<file path="src/rtl/therm_n1_load_store_unit.sv">
// -----------------------------------------------------------------------------
// therm_n1_load_store_unit
//
// Load/store execution unit for the ThermN1 core. Accepts one load or store per
// req_valid/req_ready handshake, forms the effective address
// (base + sign-extended 12-bit offset), and checks alignment and encoding.
// Legal requests drive one access on a word-addressed memory port. Illegal
// requests raise a one-cycle fault pulse and never touch memory. Load data
// is returned sign- or zero-extended for register writeback.
//
// Optional feature macro: THERM_N1_LSU_TIMEOUT_EN
//   When defined, an access that sees no mem_ready for TIMEOUT_CYCLES cycles
//   is abandoned and reported as a fault at the request's effective address.
//   When undefined, the unit waits indefinitely for mem_ready.
//
// Ports
//   clock, reset_neg        clock / asynchronous active-low reset
//   req_*                   request from decode (valid/ready handshake)
//   mem_*                   word-addressed memory port (chip/write/byte enable)
//   resp_valid/rd/data      one-cycle completion pulse with writeback data
//   fault, fault_address    one-cycle fault pulse with the faulting address
// All outputs are registered.
// -----------------------------------------------------------------------------
module therm_n1_load_store_unit #(
  parameter int XLEN           = 64,
  parameter int ADDR_WIDTH     = 64,
  parameter int TIMEOUT_CYCLES = 255
) (
  input  logic                    clock,
  input  logic                    reset_neg,
  input  logic                    req_valid,
  output logic                    req_ready,
  input  logic                    req_store,
  input  logic [2:0]              req_funct3,
  input  logic [XLEN-1:0]         req_base,
  input  logic [11:0]             req_offset,
  input  logic [XLEN-1:0]         req_store_data,
  input  logic [4:0]              req_rd,
  output logic [ADDR_WIDTH-1:0]   mem_address,
  output logic                    mem_chip_enable,
  output logic                    mem_write_enable,
  output logic [XLEN/8-1:0]       mem_byte_enable,
  output logic [XLEN-1:0]         mem_data_store,
  input  logic [XLEN-1:0]         mem_data_load,
  input  logic                    mem_ready,
  output logic                    resp_valid,
  output logic [4:0]              resp_rd,
  output logic [XLEN-1:0]         resp_data,
  output logic                    fault,
  output logic [ADDR_WIDTH-1:0]   fault_address
);

  localparam int NB = XLEN / 8;
  localparam int LW = $clog2(NB);
  localparam int SW = (XLEN > ADDR_WIDTH) ? XLEN : ADDR_WIDTH;

  if (!((XLEN == 32) || (XLEN == 64)) || (TIMEOUT_CYCLES < 1)) begin : g_bad_params
    $error("therm_n1_load_store_unit: XLEN must be 32 or 64 and TIMEOUT_CYCLES >= 1");
  end

  typedef enum logic [1:0] {
    IDLE    = 2'd0,
    ACCESS  = 2'd1,
    RESPOND = 2'd2,
    FAULT   = 2'd3
  } state_t;

  state_t                  state_r;
  state_t                  next_state_s;
  logic [SW-1:0]           sum_s;
  logic [ADDR_WIDTH-1:0]   ea_s;
  logic [LW-1:0]           lane_s;
  logic [1:0]              size_s;
  logic                    misalign_s;
  logic                    illegal_s;
  logic                    accept_s;

  logic                    req_ready_r;
  logic [ADDR_WIDTH-1:0]   mem_address_r;
  logic                    mem_chip_enable_r;
  logic                    mem_write_enable_r;
  logic [NB-1:0]           mem_byte_enable_r;
  logic [XLEN-1:0]         mem_data_store_r;
  logic                    resp_valid_r;
  logic [4:0]              resp_rd_r;
  logic [XLEN-1:0]         resp_data_r;
  logic                    fault_r;
  logic [ADDR_WIDTH-1:0]   fault_address_r;

  // Request fields kept for the load-data path while the access is in flight.
  logic                    store_r;
  logic [1:0]              size_r;
  logic                    unsigned_r;
  logic [LW-1:0]           lane_r;
  logic [4:0]              rd_r;

`ifdef THERM_N1_LSU_TIMEOUT_EN
  localparam int CW = ($clog2(TIMEOUT_CYCLES + 1) > 8) ? $clog2(TIMEOUT_CYCLES + 1) : 8;
  logic [CW-1:0]           wait_cnt_r;
  logic [ADDR_WIDTH-1:0]   ea_r;
  logic                    timeout_s;
`endif

  // Byte lanes covered by an access of 2^size bytes starting at byte lane 'lane'.
  function automatic logic [NB-1:0] lane_mask(input logic [1:0] size, input logic [LW-1:0] lane);
    logic [NB-1:0] m;
    m = '0;
    for (int i = 0; i < NB; i++) begin
      m[i] = (i < (32'd1 << size));
    end
    return m << lane;
  endfunction

  // Pick the accessed bytes out of the read word and extend them to XLEN.
  function automatic logic [XLEN-1:0] extend_load(input logic [XLEN-1:0] word,
                                                  input logic [LW-1:0]   lane,
                                                  input logic [1:0]      size,
                                                  input logic            is_unsigned);
    logic [XLEN-1:0] raw;
    logic [XLEN-1:0] res;
    raw = word >> {lane, 3'b000};
    case (size)
      2'd0:    res = is_unsigned ? XLEN'(raw[7:0])  : XLEN'($signed(raw[7:0]));
      2'd1:    res = is_unsigned ? XLEN'(raw[15:0]) : XLEN'($signed(raw[15:0]));
      2'd2:    res = is_unsigned ? XLEN'(raw[31:0]) : XLEN'($signed(raw[31:0]));
      default: res = raw;
    endcase
    return res;
  endfunction

  // Effective address, legality check and next-state selection.
  always_comb begin
    sum_s    = SW'(req_base) + {{(SW-12){req_offset[11]}}, req_offset};
    ea_s     = sum_s[ADDR_WIDTH-1:0];
    lane_s   = ea_s[LW-1:0];
    size_s   = req_funct3[1:0];
    case (size_s)
      2'd0:    misalign_s = 1'b0;
      2'd1:    misalign_s = ea_s[0];
      2'd2:    misalign_s = |ea_s[1:0];
      2'd3:    misalign_s = |ea_s[2:0];
      default: misalign_s = 1'b1;
    endcase
    illegal_s = misalign_s
              | ((size_s == 2'd3) && (XLEN == 32))
              | (req_funct3 == 3'b111)
              | (req_store && req_funct3[2]);
    accept_s  = req_valid && req_ready_r && (state_r == IDLE);
`ifdef THERM_N1_LSU_TIMEOUT_EN
    // Abort on the cycle the wait counter would reach the limit.
    timeout_s = (state_r == ACCESS) && !mem_ready
              && (wait_cnt_r == CW'(TIMEOUT_CYCLES - 1));
`endif
    next_state_s = state_r;
    case (state_r)
      IDLE: begin
        if (accept_s) begin
          next_state_s = illegal_s ? FAULT : ACCESS;
        end else begin
          next_state_s = IDLE;
        end
      end
      ACCESS: begin
        if (mem_ready) begin
          next_state_s = RESPOND;
`ifdef THERM_N1_LSU_TIMEOUT_EN
        end else if (timeout_s) begin
          next_state_s = FAULT;
`endif
        end else begin
          next_state_s = ACCESS;
        end
      end
      RESPOND: next_state_s = IDLE;
      FAULT:   next_state_s = IDLE;
      default: next_state_s = IDLE;
    endcase
  end

  // State register, captured request fields and registered outputs.
  always_ff @(posedge clock or negedge reset_neg) begin
    if (!reset_neg) begin
      state_r            <= IDLE;
      req_ready_r        <= 1'b0;
      mem_address_r      <= '0;
      mem_chip_enable_r  <= 1'b0;
      mem_write_enable_r <= 1'b0;
      mem_byte_enable_r  <= '0;
      mem_data_store_r   <= '0;
      resp_valid_r       <= 1'b0;
      resp_rd_r          <= 5'd0;
      resp_data_r        <= '0;
      fault_r            <= 1'b0;
      fault_address_r    <= '0;
      store_r            <= 1'b0;
      size_r             <= 2'd0;
      unsigned_r         <= 1'b0;
      lane_r             <= '0;
      rd_r               <= 5'd0;
    end else begin
      state_r      <= next_state_s;
      req_ready_r  <= (next_state_s == IDLE);
      resp_valid_r <= (next_state_s == RESPOND);
      fault_r      <= (next_state_s == FAULT);

      if (accept_s) begin
        store_r    <= req_store;
        size_r     <= size_s;
        unsigned_r <= req_funct3[2];
        lane_r     <= lane_s;
        rd_r       <= req_rd;
      end

      // Memory port: loaded on entry to ACCESS, held while waiting, zero otherwise.
      if ((state_r == IDLE) && (next_state_s == ACCESS)) begin
        mem_chip_enable_r  <= 1'b1;
        mem_write_enable_r <= req_store;
        mem_address_r      <= {ea_s[ADDR_WIDTH-1:LW], {LW{1'b0}}};
        mem_byte_enable_r  <= lane_mask(size_s, lane_s);
        mem_data_store_r   <= req_store_data << {lane_s, 3'b000};
      end else if (next_state_s != ACCESS) begin
        mem_chip_enable_r  <= 1'b0;
        mem_write_enable_r <= 1'b0;
        mem_address_r      <= '0;
        mem_byte_enable_r  <= '0;
        mem_data_store_r   <= '0;
      end

      // Writeback data is captured on the mem_ready cycle; stores and rd = 0 return 0.
      if ((state_r == ACCESS) && mem_ready) begin
        resp_rd_r   <= store_r ? 5'd0 : rd_r;
        resp_data_r <= (store_r || (rd_r == 5'd0))
                     ? '0 : extend_load(mem_data_load, lane_r, size_r, unsigned_r);
      end else begin
        resp_rd_r   <= 5'd0;
        resp_data_r <= '0;
      end

      if ((state_r == IDLE) && (next_state_s == FAULT)) begin
        fault_address_r <= ea_s;
`ifdef THERM_N1_LSU_TIMEOUT_EN
      end else if ((state_r == ACCESS) && (next_state_s == FAULT)) begin
        fault_address_r <= ea_r;
`endif
      end else begin
        fault_address_r <= '0;
      end
    end
  end

`ifdef THERM_N1_LSU_TIMEOUT_EN
  // Wait-state counter and effective address kept for a timeout fault.
  always_ff @(posedge clock or negedge reset_neg) begin
    if (!reset_neg) begin
      wait_cnt_r <= '0;
      ea_r       <= '0;
    end else begin
      if (accept_s) begin
        ea_r <= ea_s;
      end
      if ((state_r != ACCESS) && (next_state_s == ACCESS)) begin
        wait_cnt_r <= '0;
      end else if ((state_r == ACCESS) && !mem_ready) begin
        wait_cnt_r <= wait_cnt_r + CW'(1);
      end
    end
  end
`endif

  assign req_ready        = req_ready_r;
  assign mem_address      = mem_address_r;
  assign mem_chip_enable  = mem_chip_enable_r;
  assign mem_write_enable = mem_write_enable_r;
  assign mem_byte_enable  = mem_byte_enable_r;
  assign mem_data_store   = mem_data_store_r;
  assign resp_valid       = resp_valid_r;
  assign resp_rd          = resp_rd_r;
  assign resp_data        = resp_data_r;
  assign fault            = fault_r;
  assign fault_address    = fault_address_r;

endmodule

</file>
<file path="config.mk">
export PLATFORM = sky130hd
export DESIGN_NAME = therm_n1_load_store_unit
export DESIGN_NICKNAME = d
export VERILOG_FILES = /design/src/rtl/therm_n1_load_store_unit.sv
export SDC_FILE = /design/constraint.sdc
export NUM_CORES = 1
export LEC_CHECK = 0
export CORE_AREA = 3 3 192 194
export CTS_BUF_LIST = sky130_fd_sc_hd__clkbuf_4 sky130_fd_sc_hd__clkbuf_8
export CTS_CLUSTER_SIZE = 28
export DETAILED_ROUTE_END_ITERATION = 8
export DIE_AREA = 0 0 195 197
export GPL_ROUTABILITY_DRIVEN = 0
export PLACE_DENSITY_LB_ADDON = 0.3
export SLEW_MARGIN = 15
export SYNTH_ARGS = -nofsm -noshare
export SYNTH_HDL_FRONTEND = slang
export SYNTH_SLANG_ARGS = --single-unit
</file>
<file path="constraint.sdc">
create_clock -name clock -period 6.25 [get_ports clock]
set_input_delay 1.25 -clock clock [delete_from_list [all_inputs] [get_ports clock]]
set_output_delay 1.25 -clock clock [all_outputs]
set_load 0.01 [all_outputs]
</file>
Word level (Yosys, flattened, before mapping)
Index checks and enable logic that the tools add are counted.
- reduce and logical (&&, ||, !) cells: 16
- shift operators: 4
- add/sub/neg operators: 1
- divide/modulo/power cells: 0
- multiplexer cells: 22
- magnitude comparators: 8
- bitwise gates (word level): 2
- eq/ne operators: 13
- multipliers: 0
- operators by type and width (cell ; number):
    2-to-1 mux 64 bit ; 9
    case mux 64 bit (3 select lines) ; 1
    < comparator 3 x 32 -> 1 bit (first input constant) ; 4
    adder 64 bit ; 1
    < comparator 1 x 32 -> 1 bit (first input constant) ; 2
    < comparator 2 x 32 -> 1 bit (first input constant) ; 2
    left shift 64 x 6 -> 64 bit ; 1
    >> shifter 64 x 6 -> 64 bit ; 1
    left shift 1 x 2 -> 32 bit (first input constant) ; 1
    2-to-1 mux 8 bit ; 2
    == test 2 bit (second input constant) ; 7
    2-to-1 mux 5 bit ; 2
    == test 2 x 1 -> 1 bit (second input constant) ; 4
    zero test 2 bit ; 4
    left shift 8 x 3 -> 8 bit ; 1
    logical AND 1 bit ; 6
    2-to-1 mux 2 bit ; 3
    case mux 2 bit (3 select lines) ; 1
    zero test 5 bit ; 1
    case mux 1 bit (4 select lines) ; 1
    OR reduction 2 bit ; 2
    == test 3 bit (second input constant) ; 1
    2-to-1 mux 1 bit ; 3
    OR reduction 3 bit ; 1
    4 further kinds ; 5
- bits in writable memories: 0
- memories kept: 0
- logic and storage cells: 83
- output and inout bits: 274
- register bits after elaboration: 288
- bits in read-only memories: 0
- input bits: 217
- latch bits: 0

Longest topological paths before layout
- depth after elaboration: 11
- mapped depth: 14
- gate-level depth less buffers: 13

Worst setup path after synthesis
Ideal clock, no wire load.
- path kind: input-to-reg
- from: input port req_base[0]
- to: register mem_address_r[60], in the netlist mem_address[60]
- library setup time: 92 ps
- stages on the path: 12
- slack: 2439 ps
- arrival time: 3720 ps
- cell sequence: ha_1 -> inv_1 -> fa_1 -> and2b_1 -> o2111ai_2 -> a21oi_4 -> o21ai_2 -> a2111oi_4 -> o211ai_4 -> a2111oi_4 -> nor4_1 -> o31ai_2
- longest elaborated chain between the ends: 11
- ends and longest elaborated chain (item ; line ; text):
    start, declared ; 35 ; input logic [XLEN-1:0] req_base,
    adder 64 bit * ; 133 ; sum_s = SW'(req_base) + {{(SW-12){req_offset[11]}}, req_offset};
    OR reduction 3 bit / OR reduction 2 bit (equally long branches) ; 141, 140 ;
    case mux 1 bit (4 select lines) ; 137 ; case (size_s)
    bitwise OR 1 bit ; 146 ; | (req_funct3 == 3'b111)
    bitwise OR 1 bit ; 147 ; | (req_store && req_funct3[2]);
    2-to-1 mux 2 bit ; 158 ; next_state_s = illegal_s ? FAULT : ACCESS;
    2-to-1 mux 2 bit ; 157 ; if (accept_s) begin
    case mux 2 bit (3 select lines) ; 155 ; case (state_r)
    == test 2 x 1 -> 1 bit ; 215 ; if ((state_r == IDLE) && (next_state_s == ACCESS)) begin
    logical AND 1 bit ; 215 ;
    2-to-1 mux 64 bit / nonzero test 2 bit (equally long branches) ; - ;
    end signal, assigned ; 218 ; mem_address_r <= {ea_s[ADDR_WIDTH-1:LW], {LW{1'b0}}};
    end, declared ; 79 ; logic [ADDR_WIDTH-1:0] mem_address_r;
Every way passes the cells marked *; elsewhere a longest branch is shown, timed or not.
A chain may end at the register's enable or synchronous reset.

Worst setup path in the final report
- from: input port req_base[0]
- to: register mem_address_r[48], in the netlist mem_address[48]
The elaborated chain is that of the path after synthesis.

==> results.json <==
{
  "status": "completed",
  "grt_antenna_before_repair": 1,
  "reg2reg_from": "lane_r[1]$_DFFE_PN0P_",
  "power.leakage_nw": 10.0,
  "syn_area_um2": 16600,
  "post-place-cells": 2640,
  "initial_utilization_pct": 47.0,
  "ys_types": 82,
  "dr.pass1.iters": 5,
  "num_vias": 15900,
  "clk_pin_slew_ps": 60,
  "setup_viol": 0,
  "antenna_left": 0,
  "area_growth_pct": 37.3,
  "required_ps": 6750,
  "cts_buffers": 49,
  "clk_latency_ps": 600,
  "hp-class": "flip-flop to flip-flop",
  "tightest_slew_ps": 1100,
  "die_area_um2": 38400,
  "place_area_um2": 21800,
  "ys_ff_latch": 285,
  "fin_setup_tns_ps": 0,
  "die-width_um": 195,
  "ios": 491,
  "place_ws_ps": 1410,
  "fin_cells": 2728,
  "fin_area_um2": 22800,
  "synth_edf_count": 0,
  "cts.repair.resized": 0,
  "hold_viol_final": 0,
  "p_per_area_nw_per_um2": 330,
  "synthesis.instances": 1789,
  "portBuffers": 487,
  "viasPerCell": 5.83,
  "layout_setup_ws_ps": 1980,
  "synth_area_per_cell_um2": 9.29,
  "ctsRootBufferMaster": "clkbuf_8",
  "holdPathEnd": "mem_address[13]$_DFFE_PN0P_",
  "nets": 2511,
  "grt_max_degree": 147,
  "drive_above_1_share_pct": 9.49,
  "h-tree-depth": 2,
  "globalRouteTotalUtil_pct": 29.7,
  "async_flop_share_pct": 100,
  "cts_tree": "built",
  "path_class": "primary input to flip-flop",
  "critPathMaxFanout": 3,
  "wire_per_inst_um": 21.5,
  "cts_hold_buf": 0,
  "reg2reg_to": "resp_data[57]$_DFF_PN0_",
  "cts.path.max_buffers": 3,
  "grt_pass1_wl_um": 90600,
  "hold_path.startpoint": "mem_address[13]$_DFFE_PN0P_",
  "timing.final.crit_share_pct": 68.3,
  "crit_path_end_kind": "flip-flop",
  "maxCapViolCount": 0,
  "rsz0062_at_grt": "no",
  "power.total_mw": 7.52,
  "post-dp-hpwl_um": 44000,
  "synth_ff_type": "dfrtp_1",
  "fin_skew_ps": 15.2,
  "relSlewSlack_pct": 26.9,
  "worstRegToRegCells": 9,
  "slew_viol_final": 0,
  "cp.arrival_ps": 4760,
  "clkSinkCount": 285,
  "core_area_um2": 35400,
  "grt_pass1_vias": 15800,
  "startpoint_type": "primary input",
  "min_period_ps": 4270,
  "drt_iter0_markers": 1008,
  "ir_worst_vdd_mv": 0.255,
  "reg2reg_slack_ps": 2240,
  "seq_area_frac_synth_pct": 42.9,
  "die_h_um": 197,
  "fmax_ghz": 0.234,
  "cts_setup_buffers": 0,
  "wirelength_um": 58700,
  "yosysWarnings": 0,
  "num_rows": 69,
  "overflow": 0,
  "whs_path_depth": 2,
  "route.detailed.drc": 0
}
critical path: stages:
cell             delay [ps]
clkdlybuf4s50_1         500
ha_4                    150
inv_1                    50
fa_2                    430
and2b_1                 360
o2111ai_2               190
a21oi_4                 230
o21ai_2                 100
a2111oi_4               550
o31ai_1                 210
a211oi_1                380
nor3_1                  110
o31ai_1                 240
where the power goes:
| group | leakage, nW | total [mW] | internal (mW) | switching [mW] |
|---|---|---|---|---|
| registers | 3.89 | 2.47 | 2.22 | 0.250 |
| clock network | 0.552 | 1.78 | 1.02 | 0.767 |
| logic | 5.58 | 3.27 | 1.45 | 1.81 |
state kept, by name, indices dropped and copies added (netlist names):
signal,flops
mem_write_enable,1
lane_r,3
resp_rd,5
mem_data_store,64
mem_chip_enable,1
fault_address,64
req_ready,1
resp_data,64
store_r,1
unsigned_r,1
state_r,2
resp_valid,1
fault,1
rd_r,5
mem_byte_enable,8
mem_address,61
size_r,2
cells in the final DEF, fill, tap and decap left out, types with 14 or more instances in the layout:
cell / count
xor2_1: 25
nand2_1: 248
a21oi_1: 164
nand2b_1: 15
ha_1: 62
o21ai_0: 160
xnor2_1: 30
dfrtp_1: 283
clkdlybuf4s50_1: 485
mux2i_1: 82
mux4_2: 30
nand4_1: 14
a21o_1: 37
clkbuf_8: 57
clkbuf_4: 18
inv_1: 20
a22o_1: 19
a211oi_1: 20
mux2_2: 33
nor2_1: 209
nand3_1: 18
nor3_1: 25
a31oi_1: 20
cells in the mapped netlist, types with 20 or more instances:
cell type	instances	area (um^2)
xnor2_1	31	272
xor2_1	26	228
mux2_2	33	372
nor2_1	209	785
a211oi_1	20	150
dfrtp_1	285	7130
a31oi_1	20	125
mux4_2	30	676
a21o_1	37	278
mux2i_1	82	821
nand2_1	249	935
buf_1	20	75.1
inv_1	20	75.1
o21ai_0	160	801
ha_1	63	788
clkbuf_1	70	263
a21oi_1	164	821
nor3_1	25	125
cell type report:
cell class,instances,area (um^2)
repair buffers,501,5000
fillers,2872,12600
inverters,21,78.8
diodes,1,2.50
well taps,461,577
clock buffers,75,920
flip-flops and latches,285,7130
multi-input cells,1372,8990
clock inverters,12,115
cell families after synthesis:
group                    Yosys count  synth area share [%]
AO/OA/AOI/OAI                    520                  19.5
adder cells (fa/ha/maj)           64                  4.86
XOR/XNOR                          57                  3.00
other                              1                0.0226
multiplexers                     145                  11.2
AND/OR/NAND/NOR                  583                  15.0
flip-flops                       285                  42.9
buffers and inverters            134                  3.51
layer usage:
layer / vias to the layer above / global-route usage (%) / share of wire [%]
met3: 127 / 7.90 / 9.4
met5: - / 0 / 0
met1: 7688 / 37.4 / 39
li1: 7273 / - / -
met2: 810 / 49.2 / 48
met4: 0 / 11.2 / 3.8
through the flow:
step | util, % | hold slack, ps
after global routing | 64.5 | 500
after global placement | 61.5 | 461
after floorplan | - | 446
after detailed placement | 61.5 | 467
final | 64.5 | 479
after CTS | 64.5 | 484
worst max-delay path by stage:
stage                           start                             to  slack, ps  depth (start not counted)
after CTS                 req_base[0]    mem_address[60]$_DFFE_PN0P_       2040                         13
final                     req_base[0]    mem_address[48]$_DFFE_PN0P_       1980                         13
after detailed placement  req_base[0]    mem_address[60]$_DFFE_PN0P_       1410                         13
after floorplan           req_base[0]    mem_address[60]$_DFFE_PN0P_       2440                         12
after global routing      req_base[0]  mem_data_store[9]$_DFFE_PN0P_       1750                         13
after global placement    req_base[0]    mem_address[60]$_DFFE_PN0P_       1480                         13
Power figures use the tool's default switching activity.
